<file path="config.mk">
export PLATFORM = sky130hd
export DESIGN_NAME = traffic_seg_scan_flat
export DESIGN_NICKNAME = d
export VERILOG_FILES = /design/src/rtl/traffic_seg_scan_if.sv /design/src/rtl/traffic_seg_scan.sv /design/src/flat_wrapper.sv
export SDC_FILE = /design/constraint.sdc
export NUM_CORES = 1
export LEC_CHECK = 0
export CAP_MARGIN = 20
export CORE_UTILIZATION = 30
export DETAILED_ROUTE_END_ITERATION = 6
export SLEW_MARGIN = 0
export SYNTH_ARGS = -nofsm -noshare
export SYNTH_HDL_FRONTEND = slang
export SYNTH_SLANG_ARGS = --single-unit
</file>
<file path="constraint.sdc">
create_clock -name clk -period 2.4 [get_ports clk]
set_input_delay 0.36 -clock clk [delete_from_list [all_inputs] [get_ports clk]]
set_output_delay 0.36 -clock clk [all_outputs]
set_load 0.005 [all_outputs]
</file>
<file path="src/rtl/traffic_seg_scan_if.sv">
// Display-side bundle between the traffic-light controller and the segment scanner.
// Controller drives master (patterns, brightness, enable); the scanner is the slave.
interface traffic_seg_scan_if #(
  parameter int pPWM_BITS = 4
);
  logic                 en;
  logic [6:0]           seg_a;
  logic [6:0]           seg_b;
  logic [pPWM_BITS-1:0] brightness;
  logic [6:0]           seg_out;
  logic [1:0]           dig_sel;
  logic                 frame_done;

  modport master (
    output en, seg_a, seg_b, brightness,
    input  seg_out, dig_sel, frame_done
  );

  modport slave (
    input  en, seg_a, seg_b, brightness,
    output seg_out, dig_sel, frame_done
  );
endinterface

</file>
<file path="src/rtl/traffic_seg_scan.sv">
// Two-digit 7-segment scanner with dead time and PWM dimming; SEG_SCAN_LZB_EN adds leading-zero blanking.
// Latency: outputs registered, first lit slot appears the cycle after en is seen high.
// Backpressure: none; inputs are sampled once per frame, en=0 drops to IDLE on the next edge.
module traffic_seg_scan #(
  parameter int pREFRESH_CNT_VAL = 249,
  parameter int pDEAD_CNT_VAL    = 9,
  parameter int pPWM_BITS        = 4
) (
  input  logic               clk,
  input  logic               rst,
  traffic_seg_scan_if.slave  bus
);

  typedef enum logic [2:0] {
    IDLE   = 3'd0,
    SHOW_A = 3'd1,
    DEAD_A = 3'd2,
    SHOW_B = 3'd3,
    DEAD_B = 3'd4
  } state_t;

  localparam int MAX_CNT = (pREFRESH_CNT_VAL > pDEAD_CNT_VAL) ? pREFRESH_CNT_VAL : pDEAD_CNT_VAL;
  localparam int CNT_W   = (MAX_CNT < 2) ? 1 : $clog2(MAX_CNT + 1);
  localparam logic [CNT_W-1:0] SHOW_LAST = CNT_W'(pREFRESH_CNT_VAL);
  localparam logic [CNT_W-1:0] DEAD_LAST = CNT_W'((pDEAD_CNT_VAL > 0) ? pDEAD_CNT_VAL - 1 : 0);
  localparam bit HAS_DEAD = (pDEAD_CNT_VAL > 0);

  state_t               state_q, state_d;
  logic [CNT_W-1:0]     cnt_q, cnt_d;
  logic [pPWM_BITS-1:0] pwm_q, pwm_d;
  logic [6:0]           pat_a_q, pat_a_d;
  logic [6:0]           pat_b_q, pat_b_d;
  logic [pPWM_BITS-1:0] bri_q, bri_d;
  logic [6:0]           seg_q, seg_d;
  logic [1:0]           dig_q, dig_d;
  logic                 fd_q, fd_d;
  logic                 latch;
  logic                 lit;

  // Next-state, counters and frame latch
  always_comb begin
    state_d = state_q;
    cnt_d   = cnt_q + 1'b1;
    pwm_d   = pwm_q + 1'b1;
    latch   = 1'b0;
    case (state_q)
      IDLE: begin
        state_d = SHOW_A;
        cnt_d   = '0;
        pwm_d   = '0;
        latch   = 1'b1;
      end
      SHOW_A: begin
        if (cnt_q == SHOW_LAST) begin
          cnt_d   = '0;
          pwm_d   = '0;
          state_d = HAS_DEAD ? DEAD_A : SHOW_B;
        end
      end
      DEAD_A: begin
        if (cnt_q == DEAD_LAST) begin
          cnt_d   = '0;
          pwm_d   = '0;
          state_d = SHOW_B;
        end
      end
      SHOW_B: begin
        if (cnt_q == SHOW_LAST) begin
          cnt_d = '0;
          pwm_d = '0;
          if (HAS_DEAD) begin
            state_d = DEAD_B;
          end else begin
            state_d = SHOW_A;
            latch   = 1'b1;
          end
        end
      end
      DEAD_B: begin
        if (cnt_q == DEAD_LAST) begin
          cnt_d   = '0;
          pwm_d   = '0;
          state_d = SHOW_A;
          latch   = 1'b1;
        end
      end
      default: begin
        state_d = IDLE;
      end
    endcase
    if (!bus.en) begin
      state_d = IDLE;
      cnt_d   = '0;
      pwm_d   = '0;
      latch   = 1'b0;
    end
    pat_a_d = latch ? bus.seg_a      : pat_a_q;
    pat_b_d = latch ? bus.seg_b      : pat_b_q;
    bri_d   = latch ? bus.brightness : bri_q;
  end

  // Outputs are decoded from the next state so they register alongside it
  always_comb begin
    seg_d = '0;
    dig_d = '0;
    fd_d  = 1'b0;
    lit   = (pwm_d < bri_d);
    case (state_d)
      SHOW_A: begin
        dig_d = 2'b01;
        seg_d = lit ? pat_a_d : 7'h00;
`ifdef SEG_SCAN_LZB_EN
        if (pat_a_d == 7'h3F) begin
          dig_d = 2'b00;
          seg_d = 7'h00;
        end
`endif
      end
      SHOW_B: begin
        dig_d = 2'b10;
        seg_d = lit ? pat_b_d : 7'h00;
        fd_d  = !HAS_DEAD && (cnt_d == SHOW_LAST);
      end
      DEAD_B: begin
        fd_d = (cnt_d == DEAD_LAST);
      end
      default: begin
        seg_d = '0;
      end
    endcase
  end

  always_ff @(posedge clk) begin
    if (rst) begin
      state_q <= IDLE;
      cnt_q   <= '0;
      pwm_q   <= '0;
      pat_a_q <= '0;
      pat_b_q <= '0;
      bri_q   <= '0;
      seg_q   <= '0;
      dig_q   <= '0;
      fd_q    <= 1'b0;
    end else begin
      state_q <= state_d;
      cnt_q   <= cnt_d;
      pwm_q   <= pwm_d;
      pat_a_q <= pat_a_d;
      pat_b_q <= pat_b_d;
      bri_q   <= bri_d;
      seg_q   <= seg_d;
      dig_q   <= dig_d;
      fd_q    <= fd_d;
    end
  end

  assign bus.seg_out    = seg_q;
  assign bus.dig_sel    = dig_q;
  assign bus.frame_done = fd_q;

endmodule

</file>
<file path="src/flat_wrapper.sv">
// flat-port wrapper written by rule: the top's interface ports become plain ports
module traffic_seg_scan_flat 
#(
  parameter int pREFRESH_CNT_VAL = 249,
  parameter int pDEAD_CNT_VAL    = 9,
  parameter int pPWM_BITS        = 4
)
  (clk, rst, bus_en, bus_seg_a, bus_seg_b, bus_brightness, bus_seg_out, bus_dig_sel, bus_frame_done);
  traffic_seg_scan_if #(.pPWM_BITS(pPWM_BITS)) bus_i ();
  input  logic clk;
  input  logic rst;
  input wire logic [$bits(bus_i.en)-1:0] bus_en;
  input wire logic [$bits(bus_i.seg_a)-1:0] bus_seg_a;
  input wire logic [$bits(bus_i.seg_b)-1:0] bus_seg_b;
  input wire logic [$bits(bus_i.brightness)-1:0] bus_brightness;
  output wire logic [$bits(bus_i.seg_out)-1:0] bus_seg_out;
  output wire logic [$bits(bus_i.dig_sel)-1:0] bus_dig_sel;
  output wire logic [$bits(bus_i.frame_done)-1:0] bus_frame_done;
  assign bus_i.en = bus_en;
  assign bus_i.seg_a = bus_seg_a;
  assign bus_i.seg_b = bus_seg_b;
  assign bus_i.brightness = bus_brightness;
  assign bus_seg_out = bus_i.seg_out;
  assign bus_dig_sel = bus_i.dig_sel;
  assign bus_frame_done = bus_i.frame_done;
  traffic_seg_scan #(.pREFRESH_CNT_VAL(pREFRESH_CNT_VAL), .pDEAD_CNT_VAL(pDEAD_CNT_VAL), .pPWM_BITS(pPWM_BITS)) u_core (.clk(clk), .rst(rst), .bus(bus_i));
endmodule
</file>
=== After elaboration in Yosys (flattened, before gate mapping) ===
Index checks and enable logic that the tools add are counted.

* Output and inout bits: 10
* Bits in registers: 43

* Reductions and logical operators: 4
* Bitwise operators: 1
* Eq/ne operators: 10
* Add/subtract/negate cells: 2
* Multiplexer cells: 24
* Order comparisons: 1

{| class="wikitable"
|+ Operator list
! operator !! count
|-
| 7-bit 2-to-1 mux || 4
|-
| 8-bit 2-to-1 mux || 3
|-
| 8-bit case mux with 3 select lines || 1
|-
| 8-bit by 4-bit == test with 1-bit output (second input constant) || 2
|-
| 4-bit 2-to-1 mux || 4
|-
| 3-bit 2-to-1 mux || 5
|-
| 3-bit case mux with 5 select lines || 1
|-
| 7-bit case mux with 2 select lines || 1
|-
| 4-bit case mux with 3 select lines || 1
|-
| 3-bit by 2-bit == test with 1-bit output (second input constant) || 3
|-
| 8-bit by 1-bit adder with 8-bit output (second input constant) || 1
|-
| 8-bit == test (second input constant) || 1
|-
| 3-bit by 1-bit == test with 1-bit output (second input constant) || 2
|-
| 3-bit == test (second input constant) || 2
|-
| 2-bit OR reduction || 3
|-
| 4-bit by 1-bit adder with 4-bit output (second input constant) || 1
|-
| 4-bit less-than comparator || 1
|-
| 2-bit case mux with 2 select lines || 1
|-
| 3-bit logical NOT || 1
|-
| 1-bit 2-to-1 mux || 2
|-
| 1-bit case mux with 2 select lines || 1
|-
| 1-bit inverter || 1
|}

=== Logic depth before layout (Yosys ltp) ===
Gate-level depths: netlist of run 1.

* Depth after elaboration: 8
* Depth in mapped cells: 12
* Depth with buffers taken out: 11

=== Least setup slack after synthesis of run 1 ===
No wires, ideal clock.

* Path kind: reg-to-reg
* From: register u_core.cnt_q[0]
* To: register u_core.seg_q[0] (netlist: u_core.bus.seg_out[0])
* Setup slack: -0.145 ns
* Arrival: 2.465 ns
* Cell stages (with the launch flop): 12
* Path buffers: 1
* Path through: dfxtp_1 > inv_1 > ha_1 > and4bb_4 > a21oi_2 > or2_2 > clkbuf_1 > mux2i_1 > ha_1 > a211oi_1 > o221ai_2 > a22oi_1

* Word-level cells in the longest chain between the ends: 8

{| class="wikitable"
|+ RTL lines
! what !! RTL line !! text
|-
| start, declared || traffic_seg_scan.sv:29 || <nowiki>logic [CNT_W-1:0] cnt_q, cnt_d;</nowiki>
|-
| start signal, assigned || traffic_seg_scan.sv:146 || <nowiki>cnt_q <= cnt_d;</nowiki>
|-
| 8-bit by 4-bit == test with 1-bit output || traffic_seg_scan.sv:61, traffic_seg_scan.sv:80 ||
|-
| 1-bit 2-to-1 mux || traffic_seg_scan.sv:80 || <nowiki>if (cnt_q == DEAD_LAST) begin</nowiki>
|-
| 1-bit case mux with 2 select lines || traffic_seg_scan.sv:46 || <nowiki>case (state_q)</nowiki>
|-
| 1-bit 2-to-1 mux || traffic_seg_scan.sv:91 || <nowiki>if (!bus.en) begin</nowiki>
|-
| 4-bit 2-to-1 mux || traffic_seg_scan.sv:99 || <nowiki>bri_d = latch ? bus.brightness : bri_q;</nowiki>
|-
| 4-bit less-than comparator || traffic_seg_scan.sv:107 || <nowiki>lit = (pwm_d < bri_d);</nowiki>
|-
| 7-bit 2-to-1 mux (on tied branches) || traffic_seg_scan.sv:121, traffic_seg_scan.sv:111 ||
|-
| 7-bit case mux with 2 select lines * || traffic_seg_scan.sv:108 || <nowiki>case (state_d)</nowiki>
|-
| end signal, assigned || traffic_seg_scan.sv:151 || <nowiki>seg_q <= seg_d;</nowiki>
|-
| end, declared || traffic_seg_scan.sv:34 || <nowiki>logic [6:0] seg_q, seg_d;</nowiki>
|}

Mark *: on every way between the ends. The rest lies on a longest branch, timed or not.
A chain may end at the register's enable or synchronous reset.

=== Worst setup path after layout of run 1 ===
* From: register u_core.cnt_q[1]
* To: register u_core.seg_q[3] (netlist: u_core.bus.seg_out[3])

Same word-level chain as after synthesis.

==> key figures, run 1 <==
Status
  – Outcome: finished, final reports clean

Power and ir drop
  – Logic pwr share: a little over a tenth
  – Switching Power: 349 uW
  – Seq pwr share: approximately 47%
  – Switching Fraction: between 20 and 25%
  – Total power divided by cell area: about 560 nW/um^2
  – Clock Power Share: between 40 and 50%
  – Leak Pwr: 0.00101 uW
  – Peak supply drop: 0.192 mV
  – Cell internal pwr: roughly 1300 uW

Worst setup path
  – Critical Path Sink: u_core.bus.seg_out[3]
  – Worst Path Max Fanout: 7
  – R2r startpoint: u_core.cnt_q[1]
  – Reg2reg end: u_core.bus.seg_out[3]
  – Data required, critical path: ~2.6 ns
  – CP startpoint: u_core.cnt_q[1]
  – CP max stage cell: dfxtp_2
  – WP data arrival: 2.62 ns
  – Reg2Reg Setup Slack: about 0.0054 ns
  – CP max stage delay: 0.34 ns
  – Ordered list of cells on the worst path: inv_4 > ha_4 > and4bb_4 > a21oi_4 > or2_4 > mux2i_2 > ha_1 > o21a_1 > o21ai_1 > nand2b_1 > a22oi_1
  – WS Path Type: reg2reg
  – Cells on worst reg2reg path: 11
  – Crit path capture type: flip-flop
  – Startpoint Class: flip-flop

Floorplan
  – Core ar.: between 6000 and 7000 sq um
  – Die area: around 7500 sq um
  – # rows: 30
  – Chip Width: 86.6 um
  – Ports: 31
  – Die H: 86.6 um
  – Initial Util: 31.2%

STA
  – Clk_skew: 0.00372 ns
  – Slew Viols, Final: 0
  – Worst slew pin tran: around 0.56 ns
  – Final worst path period need: 2.39 ns
  – Slew HR: 63.0%
  – TNS Setup: 0 ns
  – Fmax: ~420 MHz
  – Final setup viols: 0
  – Final period util: around 100%
  – Hold Vio Cnt, Final: 0
  – RSZ-0062 raised after global routing: true

Routing
  – Via count: 1720
  – Post-DRT Antenna Nets: 0
  – DRC: 0
  – Post-Route WL: 4.77 mm
  – Initial DRC count: between 70 and 80
  – Vias per inst: between 4 and 5
  – Drt pass-1 iters: 4
  – Routed length per instance: 13.0 um

Finish
  – Most common cell after layout, fill and taps aside: dfxtp_1
  – Non-Filler Instances: between 300 and 400
  – Most frequent cells in the layout: dfxtp_1 (41), clkdlybuf4s50_1 (30), buf_4 (26)
  – Share of post-route cells with drive strength above 1: about 29%
  – Syn-to-layout area delta: 33.2%
  – FILL cells: ~680
  – Nets@finish: 297
  – Design area: 2860 sq um
  – Ant diodes: 0

Global routing
  – Initial antenna violation count: 0
  – Global Route Usage Sum: about 14%
  – Largest net degree at the start of global routing: 32
  – Vias in the first global route: about 1700
  – GRT overflow: 0
  – First-pass GRT wire length: roughly 8 mm

Placed design
  – Placed Cells: about 350
  – Gpl congestion: a little under 0.8
  – Placed instance area: 2650 sq um
  – Hpwl dp: roughly 3.3 mm
  – Buffers on Ports: 30

Clock tree
  – CTS tree: done
  – Clock transition at the registers of the reported paths: 0.09 ns
  – Root Buffer: clkbuf_8
  – Clock sink count: 43
  – Latest clock arrival within the worst-skew pair: around 0.3 ns
  – Maximum clock path buffer count: 2
  – CTS Buf Count: 5
  – H-tree depth reported by CTS: 2

Yosys
  – Dominant synthesized flop cell: dfxtp_1
  – Syn_nets: approximately 250
  – Ys Warns: 0
  – Mapped Avg Cell Area: a little under 10 sq um
  – Seq/Total Area, Yosys: roughly two fifths
  – Synthesized area: 2150 sq um
  – Async S/R FF share, synth: 0%
  – Post-synth EDFFs: 0
  – Mapped Cells: 220
  – Synthesized flop and latch total: 43
  – Yosys cell types: 45

Run
  – Number of max-cap violations: 0

Min path
  – Min-delay worst type: reg2reg
cells in the mapped netlist (all sizes together), types with 6 or more instances:
library cell,count,area [sq um]
a22oi,7,52.6
nand2,7,26.3
o21ai,17,85.1
nor2,26,123
o21ba,15,150
buf,10,73.8
xnor2,7,61.3
nor3b,15,113
dfxtp,43,861
ha,7,87.6
inv,6,22.5
o21a,16,120
layer usage:
layer	part of all wire, %	vias up	GRT usage [%]
met5	0	-	0
met4	1.2	0	4.70
met3	3.5	6	2.57
met2	49	33	23.3
met1	46	804	17.6
li1	-	877	-
kinds of logic (layout without fill, tap and decap cells):
group	Yosys count	in the layout	synth area share, %
compound gates	67	67	24.7
flops	43	43	40.1
buf+inv	20	70	5.19
mux	3	3	1.40
xor+xnor	10	10	4.08
fa+ha+maj	7	7	4.08
simple gates	70	70	20.5
sequential cells by signal, indices dropped and copies added (netlist names):
register and cells:
u_core.bus.dig_sel 2, u_core.pwm_q 4, u_core.pat_a_q 7, u_core.bus.frame_done 1, u_core.state_q 3, u_core.pat_b_q 7, u_core.cnt_q 8, u_core.bri_q 4
u_core.bus.seg_out 7
worst max-delay path, delay by kind of cell, from the launching register on:
family,cells,cell delay (ns)
AOI/OAI and AO/OA,4,0.56
buffers and inverters,1,0.07
muxes,1,0.21
DFF,1,0.34
and+or+nand+nor,3,0.74
adders and majority gates,2,0.40
power by group through the flow:
stage                     Clock (uW)  Combinational, uW  Sequential (uW)
after floorplan                    0               93.9              761
after global placement             0                157              762
after detailed placement           0                160              763
after CTS                        698                170              747
after global routing             721                188              749
final                            683                173              747
area by class of cell:
| class | instances | area (sq um) | area share (%) |
|---|---|---|---|
| Clock buffer | 5 | 68.8 | 2.41 |
| Clock inverter | 3 | 67.6 | 2.36 |
| Inverter | 6 | 25.0 | 0.876 |
| Multi-Input combinational cell | 157 | 1220 | 42.6 |
| Sequential cell | 43 | 863 | 30.2 |
| Tap cell | 96 | 120 | 4.20 |
| Timing Repair Buffer | 56 | 495 | 17.3 |
stage by stage:
step	worst slack [ns]	hold WS (ns)	util [%]	power, uW
floorplan	0.00501	0.436	-	855
global placement	-0.0570	0.485	38.6	919
detailed placement	-0.110	0.491	38.6	923
CTS	-0.00155	0.513	41.3	1610
global route	-0.116	0.541	41.6	1660
finish	0.00544	0.512	41.6	1600
timing repair:
item,in CTS,in global routing
hold buffers,0,0
pin swaps,8,7
setup buffers,4,1
cloned,0,0
gates resized for setup,7,2
setup endpoints to repair,7,7
how the worst min path moves through the flow:
stage | startpoint | endpoint | slack [ns] | cells past startpoint
finish | u_core.pwm_q[0] | u_core.pwm_q[0] | 0.51 | 1
floorplan | u_core.cnt_q[0] | u_core.cnt_q[0] | 0.44 | 1
global route | u_core.pwm_q[0] | u_core.pwm_q[0] | 0.54 | 1
CTS | u_core.pwm_q[0] | u_core.pwm_q[0] | 0.51 | 1
detailed placement | u_core.pwm_q[0] | u_core.pwm_q[0] | 0.49 | 1
global placement | u_core.bri_q[3] | u_core.bri_q[3] | 0.49 | 2
Power figures use the tool's default switching activity.
==> inputs of run 2 (changes only) <==
--- a/config.mk
+++ b/config.mk
@@ -8,6 +8,7 @@
 export CAP_MARGIN = 20
 export CORE_UTILIZATION = 30
 export DETAILED_ROUTE_END_ITERATION = 6
+export GPL_ROUTABILITY_DRIVEN = 0
 export SLEW_MARGIN = 0
 export SYNTH_ARGS = -nofsm -noshare
 export SYNTH_HDL_FRONTEND = slang
==> results of run 2 <==
Final layout, timing and power as in run 1 (identical DEF).
==> inputs of run 3 (changes only) <==
--- a/config.mk
+++ b/config.mk
@@ -6,8 +6,9 @@
 export NUM_CORES = 1
 export LEC_CHECK = 0
 export CAP_MARGIN = 20
-export CORE_UTILIZATION = 30
+export CORE_UTILIZATION = 40
 export DETAILED_ROUTE_END_ITERATION = 6
+export DONT_BUFFER_PORTS = 1
 export GPL_ROUTABILITY_DRIVEN = 0
 export SLEW_MARGIN = 0
 export SYNTH_ARGS = -nofsm -noshare
==> run 3 against run 2 <==
Compared with the run above:
- sequential cell count unchanged
- die area decreased by 24%
- total power decreased by 11%
- clock power decreased by 18%
- critical path depth decreased by 1
- clock skew increased by 0.0069 ns
- worst hold slack got worse by 0.38 ns
- via count decreased by 8.7%
==> key figures, run 3 (synthesis results as in run 1) <==
Run
  – Number of max-cap violations: 0

Placed design
  – Pre-CTS setup slack: -0.0736 ns
  – Buffers on Ports: 0
  – Hpwl dp: around 3.1 mm
  – Placed Cells: 293

Worst setup path
  – Crit path capture type: flip-flop
  – Startpoint Class: flip-flop
  – WS Path Type: reg2reg
  – Cells on worst reg2reg path: 10
  – CP max stage cell: dfxtp_2
  – Ordered list of cells on the worst path: inv_2 > ha_4 > and4bb_4 > a21oi_4 > or2_4 > mux2i_2 > ha_1 > a211oi_2 > o221ai_4 > a22oi_2
  – WP data arrival: ~2.6 ns
  – R2r startpoint: u_core.cnt_q[1]
  – Data required, critical path: about 2.6 ns
  – Reg2reg end: u_core.bus.seg_out[5]
  – Reg2Reg Setup Slack: about 0.0014 ns
  – Worst Path Buf+Inv: 1
  – Worst Path Max Fanout: 7
  – CP max stage delay: approximately 0.33 ns
  – Cell family with most CP delay: compound AO/OA/AOI/OAI gates

Clock tree
  – Root Buffer: clkbuf_8
  – H-tree depth reported by CTS: 2
  – CTS Buf Count: 5
  – Clock transition at the registers of the reported paths: approximately 0.09 ns
  – Maximum clock path buffer count: 2
  – Clock sink count: 43
  – Latest clock arrival within the worst-skew pair: 0.29 ns
  – CTS tree: done

Global routing
  – GRT overflow: 0
  – Global Route Usage Sum: about 17%
  – First-pass GRT wire length: just over 7 mm
  – Vias in the first global route: 1439
  – Largest net degree at the start of global routing: 32
  – Initial antenna violation count: 0

STA
  – Slew HR: around three fifths
  – TNS Setup: 0 ns
  – Hold Vio Cnt, Final: 0
  – Hold Slack: between 0.1 and 0.15 ns
  – Final setup viols: 0
  – Final period util: between 90% and 100%
  – Slew Viols, Final: 0
  – Fmax: around 420 MHz
  – Fin worst setup slack: ~0.0014 ns
  – Final worst path period need: between 2 and 2.5 ns
  – Clk_skew: between 0.01 and 0.015 ns
  – Worst slew pin tran: 0.584 ns
  – RSZ-0062 raised after global routing: true

Routing
  – Vias per inst: slightly above 5
  – Post-DRT Antenna Nets: 0
  – Drt pass-1 iters: 4
  – Initial DRC count: between 70 and 80
  – Routed length per instance: around 14 um
  – Via count: between 1500 and 2000
  – DRC: 0
  – Post-Route WL: 4.47 mm

Finish
  – Non-Filler Instances: a little over 300
  – Most flop-heavy register: u_core.cnt_q
  – Area taken by multi-input logic gates: 1240 sq um
  – Final Util: between 40 and 50%
  – Number of flip-flops in the largest register: 8
  – Share of post-route cells with drive strength above 1: roughly 33%
  – Syn-to-layout area delta: 16.9%
  – Ant diodes: 0
  – Most frequent cells in the layout: dfxtp_1 (41), buf_4 (23), nor2_1 (16), o21a_1 (16)
  – FILL cells: 502
  – Most common cell after layout, fill and taps aside: dfxtp_1
  – Nets@finish: between 200 and 300
  – Register area: 863 sq um

Min path
  – Hold Path Origin: rst
  – Min-delay worst type: in2reg
  – Cells on Worst Hold Path: 1
  – Sink of the worst hold path: u_core.bri_q[3]

Power and ir drop
  – Total power divided by cell area: ~570 nW/um^2
  – Peak supply drop: between 0.2 and 0.25 mV
  – Leak Pwr: between 0.0008 and 0.0009 uW

Floorplan
  – Chip Width: roughly 75 um
  – Die area: ~5700 sq um
  – Core ar.: just over 5000 sq um
  – # rows: 26
  – Initial Util: a little over two fifths
  – Ports: 31
  – Die H: between 70 and 80 um

Status
  – Outcome: finished, final reports clean
run 3: changes by cell type in the layout (fill, tap and decap cells not counted), sizes merged:
cell	before	now
clkinv	0	2
bufinv	2	1
buf	26	24
clkdlybuf4s50	30	0
clkinvlp	1	0
run 3: how the worst max path moves through the flow:
stage / start / endpoint / slack (ns) / cells past startpoint
global route: u_core.cnt_q[0] / u_core.bus.seg_out[5] / -0.11 / 10
global placement: u_core.cnt_q[1] / u_core.bus.seg_out[5] / -0.02 / 11
detailed placement: u_core.cnt_q[1] / u_core.bus.seg_out[5] / -0.07 / 11
floorplan: u_core.cnt_q[0] / u_core.bus.seg_out[0] / 0.005 / 12
CTS: u_core.cnt_q[1] / u_core.bus.seg_out[5] / -0.002 / 10
finish: u_core.cnt_q[1] / u_core.bus.seg_out[5] / 0.001 / 10
run 3: repair_timing:
action	4_1_cts	5_1_grt
hold buffers	0	0
setup buffers	5	2
setup endpoints to repair	7	7
endpoints found under the hold margin	0	0
gates resized for setup	11	2
pin swaps	11	8
run 3: layer usage:
metal / GRT usage [%] / vias to the layer above / wire length [um]
li1: - / 816 / -
met1: 22.6 / 729 / 2150
met2: 26.9 / 20 / 2090
met3: 5.09 / 5 / 175
met4: 6.38 / 0 / 48
met5: 0 / - / 0
run 3: area by class of cell:
type / count / share of cell area (%)
inverters: 6 / 0.898
flip-flops and latches: 43 / 34.4
well taps: 70 / 3.49
clock buffers: 5 / 2.74
repair buffers: 24 / 7.34
multi-input cells: 157 / 49.4
clock inverters: 3 / 1.75
run 3: worst reg2reg max path: stages, from the launching register on:
cell and delay [ns]:
dfxtp_2 0.33, inv_2 0.08, ha_4 0.12, and4bb_4 0.26, a21oi_4 0.06, or2_4 0.26
mux2i_2 0.20, ha_1 0.28, a211oi_2 0.27, o221ai_4 0.21, a22oi_2 0.25
run 3: metrics by stage:
stage / instance area (sq um) / power [uW]
after floorplan: 2170 / 855
after global placement: 2290 / 868
after detailed placement: 2290 / 870
after CTS: 2480 / 1450
after global routing: 2510 / 1490
final: 2510 / 1430
run 3: power breakdown:
part,leakage (uW),internal (uW),total (uW),switching [uW]
clock,0.0000581,310,562,253
sequential,0.000351,737,748,10.6
combinational,0.000473,58.6,117,58.6
total,0.000883,1110,1430,322
